## config.mk

```make
export PLATFORM = sky130hd
export DESIGN_NAME = mem_stage_load_unit
export DESIGN_NICKNAME = d
export VERILOG_FILES = /design/src/rtl/mem_stage_pkg.sv /design/src/rtl/load_align_extend.sv /design/src/rtl/mem_stage_load_unit.sv
export SDC_FILE = /design/constraint.sdc
export NUM_CORES = 1
export LEC_CHECK = 0
export ABC_AREA = 1
export CORE_AREA = 4 4 150 152
export DETAILED_ROUTE_END_ITERATION = 6
export DIE_AREA = 0 0 154 156
export MAX_ROUTING_LAYER = met4
export PLACE_DENSITY = 0.85
export SYNTH_ARGS = -nofsm -noshare
export SYNTH_HDL_FRONTEND = slang
export SYNTH_SLANG_ARGS = --single-unit
```

## constraint.sdc

```tcl
create_clock -name clk -period 5 [get_ports clk]
set_input_delay 0.75 -clock clk [delete_from_list [all_inputs] [get_ports clk]]
set_output_delay 0.75 -clock clk [all_outputs]
set_load 0.01 [all_outputs]
```

## src/rtl/mem_stage_pkg.sv

```systemverilog
`default_nettype none
// +----------------------------------------------------------------------+
// | mem_stage_pkg                                                        |
// | Shared types and constants for the MEM-stage load unit.              |
// | Revision: 1.0                                                        |
// +----------------------------------------------------------------------+
package mem_stage_pkg;

    typedef enum logic [1:0] {
        ST_IDLE = 2'd0,
        ST_ADDR = 2'd1,
        ST_DATA = 2'd2,
        ST_HOLD = 2'd3
    } state_t;

    localparam logic [1:0] SIZE_BYTE  = 2'd0;
    localparam logic [1:0] SIZE_HALF  = 2'd1;
    localparam logic [1:0] SIZE_WORD  = 2'd2;
    localparam logic [1:0] SIZE_DWORD = 2'd3;

    localparam logic [1:0] AXI_BURST_INCR = 2'b01;
    localparam logic [1:0] AXI_RESP_OKAY  = 2'b00;

    function automatic int clog2_f(input int value);
        int r;
        r = 0;
        for (int i = 0; i < 32; i++) begin
            if ((1 << r) < value) begin
                r = r + 1;
            end
        end
        return r;
    endfunction

endpackage
`default_nettype wire

```

## src/rtl/load_align_extend.sv

```systemverilog
`default_nettype none
// +----------------------------------------------------------------------+
// | load_align_extend                                                    |
// | Byte-lane shift of a read beat, size select and zero/sign extension. |
// | Revision: 1.0                                                        |
// +----------------------------------------------------------------------+
module load_align_extend
    import mem_stage_pkg::*;
#(
    parameter int DATA_W = 64,
    parameter int LANE_W = clog2_f(DATA_W / 8)
) (
    input  logic [DATA_W-1:0] i_beat,
    input  logic [LANE_W-1:0] i_lane,
    input  logic [1:0]        i_size,
    input  logic              i_unsigned,
    output logic [DATA_W-1:0] o_data
);

    logic [DATA_W-1:0] w_shifted;
    logic [DATA_W-1:0] w_low_mask;
    logic              w_sign;

    always_comb begin
        w_shifted = i_beat >> {i_lane, 3'b000};
        case (i_size)
            SIZE_BYTE: begin
                w_low_mask = DATA_W'(8'hFF);
                w_sign     = w_shifted[7];
            end
            SIZE_HALF: begin
                w_low_mask = DATA_W'(16'hFFFF);
                w_sign     = w_shifted[15];
            end
            SIZE_WORD: begin
                w_low_mask = DATA_W'(32'hFFFF_FFFF);
                w_sign     = w_shifted[31];
            end
            default: begin
                w_low_mask = '1;
                w_sign     = w_shifted[DATA_W-1];
            end
        endcase
        // Bits above the selected size are either cleared or filled with the sign.
        o_data = (w_shifted & w_low_mask) |
                 ((w_sign && !i_unsigned) ? ~w_low_mask : '0);
    end

endmodule
`default_nettype wire

```

## src/rtl/mem_stage_load_unit.sv

```systemverilog
`default_nettype none
// +----------------------------------------------------------------------+
// | mem_stage_load_unit                                                  |
// | MEM-stage load: one AXI line burst per load, extract and extend.     |
// | Revision: 1.0                                                        |
// +----------------------------------------------------------------------+
module mem_stage_load_unit
    import mem_stage_pkg::*;
#(
    parameter int ADDR_W     = 64,
    parameter int DATA_W     = 64,
    parameter int LINE_BEATS = 8
) (
    input  logic              clk,
    input  logic              reset,
    input  logic              req_valid,
    output logic              req_ready,
    input  logic              req_mem,
    input  logic [ADDR_W-1:0] req_addr,
    input  logic [1:0]        req_size,
    input  logic              req_unsigned,
    output logic              resp_valid,
    output logic [DATA_W-1:0] resp_data,
    output logic              resp_err,
    input  logic              wb_accept,
    output logic              m_axi_arvalid,
    input  logic              m_axi_arready,
    output logic [ADDR_W-1:0] m_axi_araddr,
    output logic [7:0]        m_axi_arlen,
    output logic [2:0]        m_axi_arsize,
    output logic [1:0]        m_axi_arburst,
    input  logic              m_axi_rvalid,
    output logic              m_axi_rready,
    input  logic [DATA_W-1:0] m_axi_rdata,
    input  logic [1:0]        m_axi_rresp,
    input  logic              m_axi_rlast
);

    localparam int BYTE_W     = clog2_f(DATA_W / 8);
    localparam int LINE_BYTES = LINE_BEATS * (DATA_W / 8);
    localparam int OFF_W      = clog2_f(LINE_BYTES);
    localparam int CNT_W      = clog2_f(LINE_BEATS) + 1;
    localparam logic [CNT_W-1:0]  LAST_CNT  = CNT_W'(LINE_BEATS - 1);
    localparam logic [ADDR_W-1:0] LINE_MASK = ADDR_W'(LINE_BYTES - 1);

    state_t              state_q, state_d;
    logic [ADDR_W-1:0]   addr_q, addr_d;
    logic [1:0]          size_q, size_d;
    logic                unsigned_q, unsigned_d;
    logic [CNT_W-1:0]    cnt_q, cnt_d;
    logic                err_q, err_d;
    logic [DATA_W-1:0]   beat_q, beat_d;
    logic [DATA_W-1:0]   resp_data_q, resp_data_d;

    logic                w_misalign;
    logic                w_illegal;
    logic [CNT_W-1:0]    w_word_idx;
    logic                w_hit;
    logic                w_last;
    logic [DATA_W-1:0]   w_beat_sel;
    logic [DATA_W-1:0]   w_extracted;

    always_comb begin
        case (req_size)
            SIZE_HALF:  w_misalign = req_addr[0];
            SIZE_WORD:  w_misalign = |req_addr[1:0];
            SIZE_DWORD: w_misalign = |req_addr[2:0];
            default:    w_misalign = 1'b0;
        endcase
        w_illegal  = (DATA_W == 32) && (req_size == SIZE_DWORD);
        w_word_idx = CNT_W'(addr_q[OFF_W-1:0] >> BYTE_W);
        w_hit      = m_axi_rvalid && (cnt_q == w_word_idx);
        w_last     = m_axi_rlast || (cnt_q == LAST_CNT);
        // The wanted beat may be the final one, so bypass the capture register.
        w_beat_sel = w_hit ? m_axi_rdata : beat_q;
    end

    load_align_extend #(
        .DATA_W (DATA_W),
        .LANE_W (BYTE_W)
    ) u_align (
        .i_beat     (w_beat_sel),
        .i_lane     (addr_q[BYTE_W-1:0]),
        .i_size     (size_q),
        .i_unsigned (unsigned_q),
        .o_data     (w_extracted)
    );

    // State register
    always_ff @(posedge clk) begin
        if (reset) begin
            state_q <= ST_IDLE;
        end else begin
            state_q <= state_d;
        end
    end

    // Next-state logic
    always_comb begin
        state_d = state_q;
        case (state_q)
            ST_IDLE: begin
                if (req_valid) begin
                    if (!req_mem || w_misalign || w_illegal) begin
                        state_d = ST_HOLD;
                    end else begin
                        state_d = ST_ADDR;
                    end
                end
            end
            ST_ADDR: begin
                if (m_axi_arready) begin
                    state_d = ST_DATA;
                end
            end
            ST_DATA: begin
                if (m_axi_rvalid && w_last) begin
                    state_d = ST_HOLD;
                end
            end
            ST_HOLD: begin
                if (wb_accept) begin
                    state_d = ST_IDLE;
                end
            end
            default: state_d = ST_IDLE;
        endcase
    end

    // Outputs
    always_comb begin
        req_ready     = (state_q == ST_IDLE);
        m_axi_arvalid = (state_q == ST_ADDR);
        m_axi_rready  = (state_q == ST_DATA);
        resp_valid    = (state_q == ST_HOLD);
        resp_err      = (state_q == ST_HOLD) && err_q;
        resp_data     = resp_data_q;
        m_axi_araddr  = addr_q & ~LINE_MASK;
        m_axi_arlen   = 8'(LINE_BEATS - 1);
        m_axi_arsize  = 3'(BYTE_W);
        m_axi_arburst = AXI_BURST_INCR;
    end

    always_comb begin
        addr_d      = addr_q;
        size_d      = size_q;
        unsigned_d  = unsigned_q;
        cnt_d       = cnt_q;
        err_d       = err_q;
        beat_d      = beat_q;
        resp_data_d = resp_data_q;
        if (state_q == ST_IDLE && req_valid) begin
            cnt_d       = '0;
            resp_data_d = '0;
            err_d       = req_mem && (w_misalign || w_illegal);
            if (req_mem) begin
                addr_d     = req_addr;
                size_d     = req_size;
                unsigned_d = req_unsigned;
            end
        end else if (state_q == ST_DATA && m_axi_rvalid) begin
            cnt_d = cnt_q + CNT_W'(1);
            if (w_hit) begin
                beat_d = m_axi_rdata;
            end
            // Sticky: bad response, early rlast, or rlast missing on the final beat.
            if ((m_axi_rresp != AXI_RESP_OKAY) || (m_axi_rlast != (cnt_q == LAST_CNT))) begin
                err_d = 1'b1;
            end
            if (w_last) begin
                resp_data_d = w_extracted;
            end
        end
    end

    always_ff @(posedge clk) begin
        if (reset) begin
            addr_q      <= '0;
            size_q      <= SIZE_BYTE;
            unsigned_q  <= 1'b0;
            cnt_q       <= '0;
            err_q       <= 1'b0;
            beat_q      <= '0;
            resp_data_q <= '0;
        end else begin
            addr_q      <= addr_d;
            size_q      <= size_d;
            unsigned_q  <= unsigned_d;
            cnt_q       <= cnt_d;
            err_q       <= err_d;
            beat_q      <= beat_d;
            resp_data_q <= resp_data_d;
        end
    end

endmodule
`default_nettype wire

```

### After elaboration in Yosys (flattened, before gate mapping)

Index checks and enable logic that the tools add are counted.

| cells by class | value |
|---|---|
| add/subtract/negate cells | 1 |
| equal/unequal tests | 15 |
| shift operators | 1 |
| muxes and demuxes | 14 |
| bitwise logic cells | 4 |
| reduce and logical (&&, ||, !) cells | 25 |

Operator list:

| operator | number |
|---|---|
| 64-bit one-hot mux with 3 select lines | 1 |
| 64-bit two-way mux | 2 |
| 64-bit bitwise AND | 1 |
| 64-bit NOT | 1 |
| 64-bit OR | 1 |
| 64-bit by 6-bit right shift with 64-bit output | 1 |
| 2-bit equality test, second input constant | 5 |
| 2-bit two-way mux | 5 |
| 2-bit one-hot mux with 4 select lines | 1 |
| 2-bit AND reduction | 4 |
| 1-bit logical AND | 7 |
| 2-bit by 1-bit equality test with 1-bit output, second input constant | 3 |
| 2-bit by 1-bit inequality test with 1-bit output, second input constant | 3 |
| 1-bit one-hot mux with 3 select lines | 2 |
| 2-bit nonzero test | 3 |
| 4-bit by 1-bit adder with 4-bit output, second input constant | 1 |
| 4-bit by 3-bit equality test with 1-bit output | 1 |
| 4-bit by 3-bit equality test with 1-bit output, second input constant | 1 |
| 2-bit logical NOT | 2 |
| 4-bit AND reduction | 1 |
| 2-bit OR reduction | 2 |
| 1-bit logical OR | 3 |
| 1-bit two-way mux | 3 |
| 3-bit OR reduction | 1 |
| 4 further kinds | 5 |

| word-level totals | value |
|---|---|
| bits in registers | 202 |
| output and inout bits | 146 |
| logic and storage cells | 68 |

### Longest topological paths before layout

Gate-level depths: netlist (run 1).

| depth | value |
|---|---|
| depth after elaboration | 8 |
| gate-level depth with buffers | 18 |

### Cells and area by module

Synthesis (run 1) repeated with hierarchy kept, for this count alone.

| unflattened totals | value |
|---|---|
| cells, all modules | 1,810 |
| area, all modules | 12,105.4 µm² |

By module, submodules not included:

| module | instances | cells an instance | area an instance (µm²) | seq. area each (µm²) |
|---|---|---|---|---|
| mem_stage_load_unit | 1 | 1,361 | 9,957.0 | 4,043.9 |
| load_align_extend | 1 | 449 | 2,148.3 | 0.0 |

### Worst setup path before layout (run 1)

No wires, ideal clock.

| path | value |
|---|---|
| kind | input to register |
| from | input port m_axi_rvalid |
| to | register resp_data_q[44], in the netlist resp_data[44] |
| setup time | 0.130 ns |
| arrival time | 2.203 ns |
| required time | 4.870 ns |
| slack | 2.667 ns |
| stages | 15 |
| buffers on the path | 2 |
| path through | inv_1 nor2_1 nand2_1 nor2_4 nand2_2 buf_6 nand2_2 nand3_1 nand3_1 nand3_1 nand3_2 nand4_4 nand3_4 buf_12 a21oi_4 |

| on the way | value |
|---|---|
| word-level cells in the longest chain between the ends | 7 |
| elaborated cells on any way between the ends | 10 |
| those cells by class | shift (1); mux (3); bitwise (2); reduce/logical (4) |

RTL lines:

| element | RTL line | text |
|---|---|---|
| start, declared | mem_stage_load_unit.sv:32 | `input logic m_axi_rvalid,` |
| 1-bit logical AND | mem_stage_load_unit.sv:72 | `w_hit = m_axi_rvalid && (cnt_q == w_word_idx);` |
| 64-bit two-way mux | - |  |
| 64-bit by 6-bit right shift with 64-bit output | load_align_extend.sv:25 | `w_shifted = i_beat >> {i_lane, 3'b000};` |
| 1-bit one-hot mux with 3 select lines | load_align_extend.sv:26 | `case (i_size)` |
| 1-bit logical AND | load_align_extend.sv:46 | `((w_sign && !i_unsigned) ? ~w_low_mask : '0);` |
| 64-bit two-way mux | load_align_extend.sv:46 |  |
| 64-bit OR | load_align_extend.sv:45 | `o_data = (w_shifted & w_low_mask) \|` |
| end signal, assigned | mem_stage_load_unit.sv:192 | `resp_data_q <= resp_data_d;` |
| end, declared | mem_stage_load_unit.sv:53 | `logic [DATA_W-1:0] resp_data_q, resp_data_d;` |

Parallel ways exist; a longest one is shown, timed or not.
A chain may end at the register's enable or synchronous reset.

### Worst setup path after layout (run 1)

| path | value |
|---|---|
| from | input port m_axi_rvalid |
| to | register resp_data_q[43], in the netlist resp_data[43] |

Same word-level chain as after synthesis.

==> results of run 1 <==
[registers in the layout (all words and copies together) (netlist names)]
signal,cells
addr_q,64
beat_q,64
resp_data,64
cnt_q,4
size_q,2
state_q,2
err_q,1
unsigned_q,1
[where the power goes]
group	leakage (nW)	internal, mW	switching [mW]
sequential	1.64	1.81	0.115
clock	0.394	1.12	0.663
combinational	4.14	0.847	1.69
[worst min-delay path: cells and delay by family (launching register included)]
family	cells	cell delay [ns]
flip-flops	1	0.31
AO/OA/AOI/OAI	1	0.05
AND/OR/NAND/NOR	1	0.06
[final timing paths]
check             cells after the start            end         start  slack (ns)
setup / recovery                     15  resp_data[43]  m_axi_rvalid        1.77
hold / removal                        2     addr_q[20]    addr_q[20]        0.46
setup reg to reg                      7  resp_data[43]     addr_q[2]        1.84
hold reg to reg                       2     addr_q[20]    addr_q[20]        0.46
[per-layer routing]
| metal | part of all wire (%) | wire (microns) | GRT usage (%) | up-vias |
|---|---|---|---|---|
| li1 | - | - | - | 5552 |
| met1 | 37 | 13230 | 33.45 | 5221 |
| met2 | 49 | 17680 | 49.96 | 596 |
| met3 | 9.7 | 3486 | 6.075 | 102 |
| met4 | 4.4 | 1584 | 11.40 | 0 |
| met5 | 0 | 0 | - | - |
[per-stage QoR]
step / hold slack (ns) / std cells / area (sq um) / power, mW / setup slack (ns)
6_report: 0.4594 / 2076 / 14150 / 6.236 / 1.770
5_1_grt: 0.4724 / 2076 / 14150 / 6.581 / 1.482
4_1_cts: 0.4606 / 2076 / 14150 / 6.228 / 1.801
3_5_place_dp: 0.4529 / 2037 / 13350 / 4.429 / 1.277
3_3_place_gp: 0.4470 / 2037 / 13350 / 4.379 / 1.296
2_1_floorplan: 0.4414 / 1675 / 11320 / 3.731 / 2.667
[cell families after synthesis]
group | share of synthesized area (%)
buf+inv | 16.89
simple gates | 21.99
other cells | 0.06672
compound gates | 24.38
flops | 35.93
mux | 0.08893
fa+ha+maj | 0.6669
[cell type report]
type,count,area (sq um)
clock buffers,30,651.9
clock inverters,9,147.6
fillers,1745,6869
inverters,199,747.0
multi-input cells,1074,5390
flip-flops and latches,202,4044
well taps,275,344.1
repair buffers,287,2828
[Yosys cell counts (5+ instances only)]
cell,n
nand2_1,357
dfxtp_1,202
inv_1,194
o21ai_0,170
a21oi_1,166
nand3_1,139
buf_4,79
clkbuf_1,76
o21ai_1,66
nor2_1,43
o211ai_1,33
buf_1,22
a21oi_2,19
a21oi_4,16
buf_2,14
nand3_2,12
buf_6,6
ha_1,6
nand2_2,5
==> results.md, run 1 <==
- The maximum clock frequency is 0.3096 GHz.
- The Yosys step of the flow raised 0 warnings.
- The part of the Yosys area used for sequential elements is 35.93%.
- The setup skew after layout is 0.01589 ns.
- The run finished, with violations left.
- Leaving out fill and tap cells, the most frequent cell in the layout is nand2_1.
- The transition time at the pin with the least slew margin is 1.197 ns.
- The die area is 24020 sq um.
- At the end of routability-driven placement, the weighted congestion stood at 1.002.
- The total CTS buffers is 22.
- Measured along the x axis, the die boundary spans 154 microns.
- The total iterations of the first detailed-routing run is 7.
- After the last flow step, the layout net total stands at 1933.
- Global routing consumed, over all layers together, 29.13% of the routing resources.
- After routing, the total negative slack on setup checks comes to 0 ns.
- The end-of-flow core utilization is 67.32%.
- The count of distinct cell types in the synthesized netlist is 38.
- Power spread over the standard cell area amounts to 440.6 nW/um^2.
- Once the clock tree was built, the setup fixing pass inserted 0 buffers.
- The most repeated library cell on the critical path is nand3_1.
- The kind of end point of the critical path is a register.
- The setup-violating endpoint count in the final report is 0.
- The cell family contributing the most delay on the critical path is simple AND/OR/NAND/NOR gates.
- The number of remaining DRC errors is 3.
- Summed over all nets, the half-perimeter wirelength after detailed placement is 25570 microns.
- The startpoint type of the worst setup path is a primary input.
- The ratio of final minimum period to clock period is 64.59%.
- In this run the remaining antenna-violating nets after routing total 0.
- The cell area that synthesis handed to floorplanning was 11260 sq um.
- After clock tree synthesis, the clock-pin slew on the worst setup and hold paths is 0.06 ns.
- The final reports fail on DRC.
- The number of hold violations in the final report is 0.
- The path type of the worst setup path is primary input to register.
- The synthesis-to-layout area growth is 25.73%.
- In this run, the number of DRC markers left after iteration 0 of detailed routing was 1106.
- The number of buffers inserted by port buffering is 267.
- The total leakage power is 6.170 nW.
- VDD sags by at most 303.1 uV.
- The core region is 21020 sq um.
- The worst max-slew margin expressed relative to the limit is 19.92%.
- Using the TritonRoute via totals, the vias-per-cell ratio works out to 5.526.
- The clock tree from TritonCTS is built.
- The chip height is 156 microns.
- The cell type of the slowest stage on the worst timing path is nand3_4.
- In this run the deepest clock path goes through 3 buffers.
- The number of hold-repair buffers added at the cts stage is 0.
- The number of sinks handled by clock tree synthesis is 202.
- The later pin in the worst-skew pair is clocked with a latency of 0.51 ns.
- In the post-synthesis netlist, the biggest area contributors are dfxtp_1 36%, nand2_1 12%, o21ai_0 7.6%.
- The root buffer cell chosen for the clock tree is clkbuf_16.
- The first global-routing pass estimated 55780 microns of wire.
- The required arrival time at the worst endpoint is 5.43 ns.
- The smallest clock period supported by the final layout is computed as 3.230 ns.
- The max-capacitance violation count is 0.
- Synthesis handed over a netlist of 1658 instances.
- The count of inserted antenna diode cells is 0.
- The number of enable-type register cells in the synthesized netlist is 0.
- The number of top-level pins is 287.
- The sum of overflow across all layers after global routing is 0.
- The level count of the clock H-tree is 1.
- The maximum number of pins on one net before global-route repair is 106.
- The sum of buffers and inverters on the critical path is 3.
- The highest net fanout along the worst path is 32.
- Of all cell types, the one taking the most synthesized area is dfxtp_1.
- In the synthesized netlist the async set-or-reset flop fraction comes to 0%.
- Data arrives at the worst endpoint at 3.66 ns.
- The proportion of layout cells with a drive suffix above 1 is 6.941%.
- The total via count after detailed routing is 11470.
- After synthesis the netlist holds a flip-flop and latch count of 202.
- The number of antenna violations at the first check in global routing is 0.
- For this run, the leading register cell type out of synthesis is dfxtp_1.
- The number of standard-cell rows in the floorplan is 53.
- The share of synthesized area in the top cell type comes to 35.93%.
- The number of global-route vias before repair is 10760.
- The total detailed-routing wirelength is 35980 microns.
- The count of pins over their slew limit is 0.
- The initial cell density of the core is 53.54%.
- The biggest cell delay along the critical path is 0.56 ns.
- In this run, post-CTS repair resized a total of 0 instances.
- The mean instance size in the synthesized netlist is 6.789 sq um.
- The min-delay analysis places its worst path in the category register to register.
- Setup repair after global routing left no endpoint under its margin.
- The average detailed-routed wire length per instance is 17.33 microns.
- The critical path goes through clkdlybuf4s50_1, inv_1, nor2_1, nand2_1, nor2_4, buf_4, nand3_1, and2_1, nand2_1, nand3_1, nand3_1, nand3_2, nand4_4, nand3_4, a21oi_2.
- The library cells used most frequently in the layout, excluding fill and tap cells, are 355 x nand2_1, 265 x clkdlybuf4s50_1, 202 x dfxtp_1.
Note: power is estimated with default switching activity, not from simulation.
==> run 2, diff against run 1 <==
CORE_AREA = 4 4 156 158   (was 4 4 150 152)
DIE_AREA = 0 0 160 162   (was 0 0 154 156)
PLACE_DENSITY = 0.79   (was 0.85)
clock period = 3.1 ns   (was 5 ns; I/O delays follow)
==> results.md, run 2 (same netlist as run 1, synthesis figures left out) <==
- The share of total power dissipated in sequential elements is 29.9%.
- After detailed routing, the number of vias per cell comes to 5.399.
- Setup slack on the critical path of the routed design comes to 0.6192 ns.
- The worst ir drop on vdd is 446.5 uV.
- In this run the vertical extent of the chip is 162 microns.
- After clock tree synthesis, the repair step resized 0 gates.
- The maximum number of pins on one net before global-route repair is 88.
- The flow ran to the end, and the final reports show no timing, DRC or antenna violations.
- Once layout is done, the placed cells without fillers occupy 14380 sq um.
- The number of sinks handled by clock tree synthesis is 202.
- Once detailed placement completed, the half-perimeter wirelength came to 26200 microns.
- Adding up every negative setup slack in the final design gives 0 ns.
- STA classifies the critical path endpoint as a register.
- After detailed routing, the number of remaining DRC violations is 0.
- Wires add up to 36400 microns.
- The path class of the tightest hold or removal check is primary input to register.
- The clock passes through at most 3 buffers.
- At the worst endpoint, the required time is 3.47 ns.
- The number of standard-cell rows in the floorplan is 56.
- The path type of the worst setup path is primary input to register.
- The part of the power in combinational logic is 41.3%.
- Once layout is complete, the cells apart from fillers number 2108.
- For the pin with the worst max-slew slack, the measured transition is 1.223 ns.
- For this block, the initial DRC count from the detailed router was 968.
- The number of hold-repair buffers added at the cts stage is 0.
- Once placement finished, the instance area stood at 13550 sq um.
- Clock-pin slew was measured on the worst setup and hold paths at 0.06 ns.
- The number of filler instances in the final layout is 2109.
- The final antenna-violating net count is 0.
- The total leakage power is 6.282 nW.
- The first global-routing pass estimated 57440 microns of wire.
- The level count of the clock H-tree is 1.
- Routability-driven placement finished with a final weighted congestion of 0.9962.
- The total overflow left after global routing is 0.
- The repair_antennas step left the layout with diodes totalling 0.
- The total power draw is 10.33 mW.
- The pre-antenna-repair detailed-routing pass consisted of 6 iterations.
- The multi-input combinational cell area is 5390 sq um.
- The number of buffers inserted by port buffering is 267.
- The number of placed instances, taps included, is 2067.
- The number of hold violations in the final report came to 0.
- The number of antenna violations at the first check in global routing is 0.
- The clock network is responsible for 28.8% of the overall power.
- The combined flip-flop and latch cell area is 4044 sq um.
- The final net count is 1950.
- The proportion of layout cells with a drive suffix above 1 is 7.811%.
- In this run switching power makes up 39.39% of total power.
- The horizontal die dimension is 160 microns.
- Across the run, the number of max-cap violations was 0.
- The reported net switching power is 4.070 mW.
- Headroom to the max-slew limit came out at 18.35%.
- Setup repair after global routing left no endpoint under its margin.
- After layout, the minimum clock period comes to 2.481 ns.
- The number of global-route vias before repair was 11000.
- For the worst setup path, the data arrival time is 2.86 ns.
- The library cell used most frequently in the layout, excluding fill and tap cells, is nand2_1.
- Global routing used 27.82% of the available tracks across all layers.
- TritonCTS built the clock tree.
- Dividing total power by cell area gives a power density of 718.5 nW/um^2.
- The die area is 25920 sq um.
- In this run the post-CTS setup repair buffer count came out at 0.
- Dividing the final minimum period by the clock period gives 80.02%.
- In the final routed layout, each cell accounts on average for 17.27 microns.
- STA classifies the critical path startpoint as a primary input.
- The maximum clock frequency is 0.4031 GHz.
- Clock skew on the completed layout was measured at 0.01689 ns.
- The top cell types in the final layout, fill and taps aside, are 355 x nand2_1, 265 x clkdlybuf4s50_1, 202 x dfxtp_1.
- The root buffer cell chosen for the clock tree is clkbuf_16.
- The region available for standard cell placement spans 23120 sq um.
- The number of top-level pins is 287.
- The number of clock buffers added by TritonCTS is 24.
- The placement-stage worst setup slack is 0.1317 ns.
- The initial cell density of the core is 48.68%.
- Setup violations remaining at the end of the flow were counted as 0.
- The clock reaches the later pin of the worst-skew pair after 0.52 ns.
- The synthesis-to-layout area growth is 27.78%.
- Internal power comes to 6.263 mW.
- The count of pins over their slew limit was 0.
- The total via count after detailed routing is 11380.
- The highest net fanout along the worst path is 32.
-- run 2: cell types whose count changed in the layout (fill, tap and decap cells not counted) --
cell	previous run	this run
clkinv_2	4	5
clkbuf_16	23	25
clkinv_4	0	1
buf_12	1	6
clkbuf_8	5	3
buf_4	20	30
-- run 2: worst paths after layout --
kind,start,endpoint,slack (ns),depth (start not counted)
worst max-delay path,m_axi_rvalid,resp_data[32],0.62,17
worst max register to register,cnt_q[0],resp_data[32],0.63,14
worst min-delay path,req_mem,addr_q[52],0.38,3
worst min register to register,addr_q[13],addr_q[13],0.46,2
-- run 2: power groups by stage --
stage / logic (mW) / clock network [mW] / registers, mW
2_1_floorplan: 2.89 / 0 / 3.12
6_report: 4.27 / 2.98 / 3.09
4_1_cts: 4.23 / 3.03 / 3.09
3_3_place_gp: 4.16 / 0 / 3.13
3_5_place_dp: 4.21 / 0 / 3.14
5_1_grt: 4.66 / 3.13 / 3.12
-- run 2: cell type report --
class                           count  area share (%)
Inverter                          199           5.194
Sequential cell                   202           28.12
Clock inverter                     11           1.122
Clock buffer                       30           4.689
Timing Repair Buffer              302           20.88
Multi-Input combinational cell   1074           37.48
Tap cell                          290           2.523
-- run 2: per-stage QoR --
step                hold slack (ns)  util (%)
global route                 0.3776     62.20
detailed placement           0.4511     58.59
finish                       0.3773     62.20
CTS                          0.3722     62.20
global placement             0.4470     58.59
floorplan                    0.4414         -
-- run 2: critical path, cell delays in order --
cell and delay (ns):
clkdlybuf4s50_1 0.47, inv_1 0.05, nor2_1 0.08, nand2_1 0.09, nor2_4 0.13, nand2_2 0.10
buf_4 0.19, nand2_1 0.07, and2_1 0.14, nand2_1 0.07, nand3_1 0.09, nand3_1 0.11
nand3_2 0.12, nand4_4 0.13, nand3_4 0.10, buf_12 0.28, a21oi_1 0.13
-- run 2: layer usage --
layer	up-vias	GRT usage, %	part of all wire (%)
li1	5585	-	-
met1	5185	32.63	39
met2	494	46.01	48
met3	117	5.557	8.0
met4	0	13.41	5.4
met5	-	-	0
